==> src/rtl/uart_pkg.sv <==
// Shared types and constants for the round-robin UART transmit arbiter.
package uart_pkg;

    localparam int UART_DATA_W     = 8;
    localparam int UART_FRAME_BITS = 11;  // start + 8 data + parity + stop

    typedef enum logic [2:0] {
        IDLE,
        START,
        DATA,
        PARITY,
        STOP
    } uart_state_e;

endpackage

==> src/rtl/uart_tx_arbiter_if.sv <==
// Requester-side bundle of the UART transmit arbiter: per-requester byte
// handshake plus the serial line and status seen by the producers.
interface uart_tx_arbiter_if #(
    parameter int NUM_REQ = 4
) ();
    import uart_pkg::*;

    logic [NUM_REQ-1:0]             req_valid;
    logic [UART_DATA_W*NUM_REQ-1:0] req_data;
    logic [NUM_REQ-1:0]             req_ready;
    logic                           tx;
    logic                           busy;
    logic [$clog2(NUM_REQ)-1:0]     grant_id;

    modport master (
        output req_valid, req_data,
        input  req_ready, tx, busy, grant_id
    );

    modport slave (
        input  req_valid, req_data,
        output req_ready, tx, busy, grant_id
    );

endinterface

==> src/rtl/uart_rr_arbiter.sv <==
// Combinational round-robin picker: searches from last+1 upward, wrapping,
// and returns the first active request as one-hot grant plus its index.
module uart_rr_arbiter #(
    parameter int NUM_REQ = 4
) (
    input  logic [NUM_REQ-1:0]         req,
    input  logic [$clog2(NUM_REQ)-1:0] last,
    output logic [NUM_REQ-1:0]         grant,
    output logic [$clog2(NUM_REQ)-1:0] idx
);

    localparam int IDX_W = $clog2(NUM_REQ);

    logic [IDX_W-1:0] cand_idx;
    logic             found;

    // NOTE: every variable gets a default before the loop, so no path leaves
    // a value unassigned and no latch is inferred.
    always_comb begin
        grant    = '0;
        idx      = last;
        found    = 1'b0;
        cand_idx = '0;
        for (int k = 1; k <= NUM_REQ; k++) begin
            cand_idx = IDX_W'((int'(last) + k) % NUM_REQ);
            if (!found && req[cand_idx]) begin
                found           = 1'b1;
                grant[cand_idx] = 1'b1;
                idx             = cand_idx;
            end
        end
    end

endmodule

==> src/rtl/uart_tx_arbiter.sv <==
// One UART serializer shared by NUM_REQ byte producers, round-robin arbitrated.
// Optional statistics outputs (frames_sent, arb_conflict) under UART_TX_ARB_STATS_EN.
module uart_tx_arbiter
    import uart_pkg::*;
#(
    parameter int NUM_REQ      = 4,
    parameter int CLKS_PER_BIT = 16,
    parameter int PARITY_ODD   = 0
) (
    input  logic               clk,
    input  logic               rst,
    uart_tx_arbiter_if.slave   bus
`ifdef UART_TX_ARB_STATS_EN
    ,
    output logic [15:0]        frames_sent,
    output logic               arb_conflict
`endif
);

    localparam int IDX_W  = $clog2(NUM_REQ);
    localparam int BAUD_W = $clog2(CLKS_PER_BIT);

    uart_state_e            state, state_d;
    logic [BAUD_W-1:0]      baud_cnt;
    logic [2:0]             bit_cnt;
    logic [UART_DATA_W-1:0] shreg, win_data;
    logic                   parity_q, tx_q, tx_d;
    logic [IDX_W-1:0]       grant_id_q, win_idx;
    logic [NUM_REQ-1:0]     win_grant;
    logic                   any_valid, bit_end, accept;

    uart_rr_arbiter #(.NUM_REQ(NUM_REQ)) u_arb (
        .req   (bus.req_valid),
        .last  (grant_id_q),
        .grant (win_grant),
        .idx   (win_idx)
    );

    assign any_valid = |bus.req_valid;
    assign bit_end   = (baud_cnt == BAUD_W'(CLKS_PER_BIT - 1));

    always_comb begin
        win_data = '0;
        for (int i = 0; i < NUM_REQ; i++) begin
            if (win_grant[i]) win_data = bus.req_data[i*UART_DATA_W +: UART_DATA_W];
        end
    end

    // NOTE: state is a flop, so it is updated with <= to avoid read/write
    // ordering races between clocked processes.
    always_ff @(posedge clk or negedge rst) begin
        if (!rst) state <= IDLE;
        else      state <= state_d;
    end

    // tx_d is the value tx takes after this edge; the line itself is a flop.
    always_comb begin
        state_d = state;
        tx_d    = tx_q;
        accept  = 1'b0;
        unique case (state)
            IDLE: begin
                tx_d = 1'b1;
                if (any_valid) begin
                    accept  = 1'b1;
                    state_d = START;
                    tx_d    = 1'b0;
                end
            end
            START: if (bit_end) begin
                state_d = DATA;
                tx_d    = shreg[0];
            end
            DATA: if (bit_end) begin
                if (bit_cnt == 3'd7) begin
                    state_d = PARITY;
                    tx_d    = parity_q;
                end else begin
                    tx_d = shreg[1];
                end
            end
            PARITY: if (bit_end) begin
                state_d = STOP;
                tx_d    = 1'b1;
            end
            STOP: if (bit_end) begin
                if (any_valid) begin
                    accept  = 1'b1;
                    state_d = START;
                    tx_d    = 1'b0;
                end else begin
                    state_d = IDLE;
                    tx_d    = 1'b1;
                end
            end
            default: begin
                state_d = IDLE;
                tx_d    = 1'b1;
            end
        endcase
    end

    always_ff @(posedge clk or negedge rst) begin
        if (!rst) begin
            tx_q       <= 1'b1;
            baud_cnt   <= '0;
            bit_cnt    <= '0;
            shreg      <= '0;
            parity_q   <= 1'b0;
            grant_id_q <= IDX_W'(NUM_REQ - 1);
        end else begin
            tx_q <= tx_d;
            if (accept) begin
                baud_cnt   <= '0;
                bit_cnt    <= '0;
                shreg      <= win_data;
                parity_q   <= (PARITY_ODD != 0) ? ~^win_data : ^win_data;
                grant_id_q <= win_idx;
            end else if (state != IDLE) begin
                baud_cnt <= bit_end ? '0 : baud_cnt + 1'b1;
                if (bit_end && state == DATA) begin
                    bit_cnt <= bit_cnt + 3'd1;
                    shreg   <= shreg >> 1;
                end
            end
        end
    end

    assign bus.tx        = tx_q;
    assign bus.busy      = (state != IDLE);
    assign bus.req_ready = accept ? win_grant : '0;
    assign bus.grant_id  = grant_id_q;

`ifdef UART_TX_ARB_STATS_EN
    always_ff @(posedge clk or negedge rst) begin
        if (!rst) begin
            frames_sent  <= '0;
            arb_conflict <= 1'b0;
        end else begin
            // More than one bit set: clearing the lowest set bit leaves a remainder.
            arb_conflict <= accept && ((bus.req_valid & (bus.req_valid - 1'b1)) != '0);
            if (state == STOP && bit_end) frames_sent <= frames_sent + 16'd1;
        end
    end
`endif

endmodule

==> src/flat_wrapper.sv <==
// flat-port wrapper written by rule: the top's interface ports become plain ports
module uart_tx_arbiter_flat import uart_pkg::*;
#(
    parameter int NUM_REQ      = 4,
    parameter int CLKS_PER_BIT = 16,
    parameter int PARITY_ODD   = 0
)
  (clk, rst, bus_req_valid, bus_req_data, bus_req_ready, bus_tx, bus_busy, bus_grant_id);
  uart_tx_arbiter_if #(.NUM_REQ(NUM_REQ)) bus_i ();
  input  logic clk;
  input  logic rst;
  input wire logic [$bits(bus_i.req_valid)-1:0] bus_req_valid;
  input wire logic [$bits(bus_i.req_data)-1:0] bus_req_data;
  output wire logic [$bits(bus_i.req_ready)-1:0] bus_req_ready;
  output wire logic [$bits(bus_i.tx)-1:0] bus_tx;
  output wire logic [$bits(bus_i.busy)-1:0] bus_busy;
  output wire logic [$bits(bus_i.grant_id)-1:0] bus_grant_id;
  assign bus_i.req_valid = bus_req_valid;
  assign bus_i.req_data = bus_req_data;
  assign bus_req_ready = bus_i.req_ready;
  assign bus_tx = bus_i.tx;
  assign bus_busy = bus_i.busy;
  assign bus_grant_id = bus_i.grant_id;
  uart_tx_arbiter #(.NUM_REQ(NUM_REQ), .CLKS_PER_BIT(CLKS_PER_BIT), .PARITY_ODD(PARITY_ODD)) u_core (.clk(clk), .rst(rst), .bus(bus_i));
endmodule
==> config.mk <==
export PLATFORM = sky130hd
export DESIGN_NAME = uart_tx_arbiter_flat
export DESIGN_NICKNAME = d
export VERILOG_FILES = /design/src/rtl/uart_pkg.sv /design/src/rtl/uart_tx_arbiter_if.sv /design/src/rtl/uart_rr_arbiter.sv /design/src/rtl/uart_tx_arbiter.sv /design/src/flat_wrapper.sv
export SDC_FILE = /design/constraint.sdc
export NUM_CORES = 1
export LEC_CHECK = 0
export CAP_MARGIN = 15
export CORE_MARGIN = 2
export CORE_UTILIZATION = 55
export CTS_CLUSTER_DIAMETER = 80
export CTS_CLUSTER_SIZE = 16
export DETAILED_ROUTE_END_ITERATION = 8
export PLACE_DENSITY = 0.82
export RECOVER_POWER = 25
export SETUP_SLACK_MARGIN = 0.05
export SLEW_MARGIN = 40
export SYNTH_ARGS = -nofsm -noshare
export SYNTH_HDL_FRONTEND = slang
export SYNTH_SLANG_ARGS = --single-unit
==> constraint.sdc <==
create_clock -name clk -period 9.5 [get_ports clk]
set_input_delay 0.95 -clock clk [delete_from_list [all_inputs] [get_ports clk]]
set_output_delay 0.95 -clock clk [all_outputs]
set_load 0.05 [all_outputs]
==> metrics.txt <==
met3 wire length 184 um; initial antenna violation count 0; sw frac about a quarter; antenna cell count 0; total CTS buffers 3; logic gate share of total power 25.2%; Cell Int Power 152 uW; CTS tree built; CORE AREA 3660 um^2; fraction of layout cells with a size suffix above 1 8.39%; # setup viols final 0; Crit Reg-Reg Endpoint u_core.parity_q; WP data arrival 3.99 ns; outcome finished, final reports clean; gp weighted congestion 0.946; max_cap viols 0; critical path data required time 8.55 ns; Worst Reg-to-Reg Cells 10; Critical Path Source Type input port; Fin Setup TNS 0 ns; final cell count without fillers 322; worst hold start u_core.shreg[7]; Initial Util 57.2%; Synth Warn # 0; HP Class register to register; Clk pwr share between 20 and 30%; sequential power share a little under half; # hold bufs at CTS 0; Final period util between 50 and 60%; Setup Skew about 0.0024 ns; FMAX 203 MHz; nets 324; Crit Path Max Fanout 12; top-area cell type share of the netlist area 22.7%; R2R Setup Slk 5.36 ns; DP Cell Count 318; I/O Pins 46; # H-tree levels 1; Final ANT Viol Nets 0; Post-synth EDFFs 0; Cells after Synth 241; Metal-1 WL 2290 um; CP Capture Type output pin; Yosys top cell by area dfrtp_1; largest cells by area after synthesis dfrtp_1, ha_1, a31oi_1, nand2_1, dfstp_2; register area share after synthesis 26.4%; Post-Layout Inst Area between 2000 and 3000 um^2; setup repair after global routing missed its margin false; top_reg_cell synth dfrtp_1; die width 65.7 um; worst reg2reg startpoint u_core.bus.grant_id[0]; clk slew on worst S/H paths 0.08 ns; PD cells 80.0 nW/um^2; Hold Crit Depth 2; synthesized cell area 2100 um^2; WHS Endpoint u_core.shreg[7]; highest routed metal layer met4; critical path class input port to output pin; Post-DP Area 2520 um^2; largest net degree at the start of global routing 23; DR vias 1980; worst-skew pair later-pin latency around 0.27 ns; final worst slack 4.56 ns; met2 WL 2220 um; library cells used by synthesis 61; Seq cells post-synth 22; Die ar. 4320 um^2; syn_nets 290; Layout Area Growth over Synthesis 22.7%; worst rel slew slack 25.8%; ys async rst share 100%; Psw 53.6 uW; Die Ht roughly 66 um; Clock Root Buffer clkbuf_8; PortBufs 45; wire length per cell after detailed routing 14.8 um; Max Slew Vio Count 0; WL final 4770 um; Final Hold Viols 0; routed vias/inst 6.15; worst slew pin tran 1.11 ns; Max rail drop VDD between 40 and 50 uV; Clock Sinks 22; worst slack at placement roughly 4.6 ns; gr ovfl total 0; first-pass GRT wire length 7970 um; Tmin final 4.94 ns; Pre-antenna DRT Iters 6; number of gates resized after cts 0; mean post-synth cell area 8.70 um^2; worst-case clock buffer depth 2; row cnt 22; gr usage total a little under a quarter; vias in the first global route ~1800; static leakage 0.00103 uW; DRT iter0 DRCs 124; DRC 0; # Post-CTS Setup Buffers 0; DP HPWL 3560 um
[flip-flops by register name (all words and copies together) (netlist names)]
signal,count
u_core.state,3
u_core.bus.tx,1
u_core.baud_cnt,4
u_core.shreg,8
u_core.parity_q,1
u_core.bit_cnt,3
u_core.bus.grant_id,2
[power groups by stage]
stage / Sequential (uW) / Clock, uW / Combinational [uW]
2_1_floorplan: 95.5 / 0 / 31.2
3_3_place_gp: 95.4 / 0 / 51.0
3_5_place_dp: 95.4 / 0 / 51.4
4_1_cts: 93.6 / 60.2 / 51.7
5_1_grt: 93.6 / 63.8 / 57.2
6_report: 93.6 / 60.2 / 51.9
[critical path, cell delays in order]
cell and delay, ns:
clkdlybuf4s50_1 0.59, mux4_2 0.63, or3b_1 0.38, a21oi_1 0.16, or2_1 0.29, and2_1 0.18, clkdlybuf4s50_1 0.80
[area by class of cell]
cell class / instances / area (um^2)
Fill cell: 308 / 1090
Tap cell: 48 / 60.1
Timing Repair Buffer: 46 / 452
Multi-Input combinational cell: 188 / 1410
Inverter: 14 / 52.6
Clock buffer: 4 / 45.0
Sequential cell: 22 / 554
[cell usage after synthesis, types with 2 or more instances]
master and instances:
o211a_1 2, nand3b_1 2, a211o_1 6, clkbuf_1 10
nor3_1 3, a31oi_1 15, o211ai_1 5, mux2_2 4
inv_1 14, a2111oi_1 3, a22o_1 2, xor2_1 2
nand2_1 24, a2111oi_2 2, nand3_1 4, a21oi_1 13
nor2_1 9, and2_1 5, o31ai_1 2, dfrtp_1 19
mux2i_1 4, nor2b_1 5, dfstp_2 3, o22ai_1 5
a2111o_1 6, o21ai_0 11, o22a_1 3, a211oi_1 3
and3_1 2, buf_2 4, or3_1 3, or3b_1 2
nand2b_1 2, mux4_2 2, a22oi_1 3, ha_1 11
buf_6 2
[worst max-delay path by stage]
stage                                start               end  depth (start not counted)
floorplan           u_core.bus.grant_id[0]  bus_req_ready[3]                         10
finish                    bus_req_valid[1]  bus_req_ready[2]                          7
global placement          bus_req_valid[1]  bus_req_ready[2]                          7
CTS                       bus_req_valid[1]  bus_req_ready[2]                          7
detailed placement        bus_req_valid[1]  bus_req_ready[2]                          7
global route              bus_req_valid[1]  bus_req_ready[2]                          7
[layout by cell type (no fill, tap or decap), types with 3 or more instances in the layout]
master	n
nand3_1	4
a21oi_1	13
nand2_1	24
dfstp_2	3
inv_1	14
a211oi_1	3
o22ai_1	5
mux2_2	4
o211ai_1	5
dfrtp_1	19
o21ai_0	11
nor2b_1	5
clkbuf_8	3
o22a_1	3
clkdlybuf4s50_1	44
a2111o_1	6
a2111oi_1	4
ha_1	11
or3_1	3
and2_1	5
nor2_1	9
mux2i_1	4
a22oi_1	3
a211o_1	6
a31oi_1	15
[cell families after synthesis]
logic type,share of synthesized area [%]
xor+xnor,1.25
fa+ha+maj,6.57
simple gates,16.6
buf+inv,6.69
mux,7.46
compound gates,35.0
flops,26.4
[metal layers]
| layer | global-route usage (%) | vias up |
|---|---|---|
| met2 | 37.5 | 56 |
| li1 | - | 992 |
| met3 | 1.54 | 9 |
| met1 | 32.3 | 923 |
| met4 | 8.59 | 0 |
| met5 | 0 | - |
[through the flow]
step | hold WS, ns | utilization (%) | total power (uW)
floorplan | 0.448 | - | 127
global placement | 0.462 | 69.0 | 146
detailed placement | 0.468 | 68.9 | 147
CTS | 0.486 | 70.1 | 205
global route | 0.502 | 70.2 | 215
finish | 0.488 | 70.2 | 206
No activity file was read; power rests on OpenSTA's default activity.
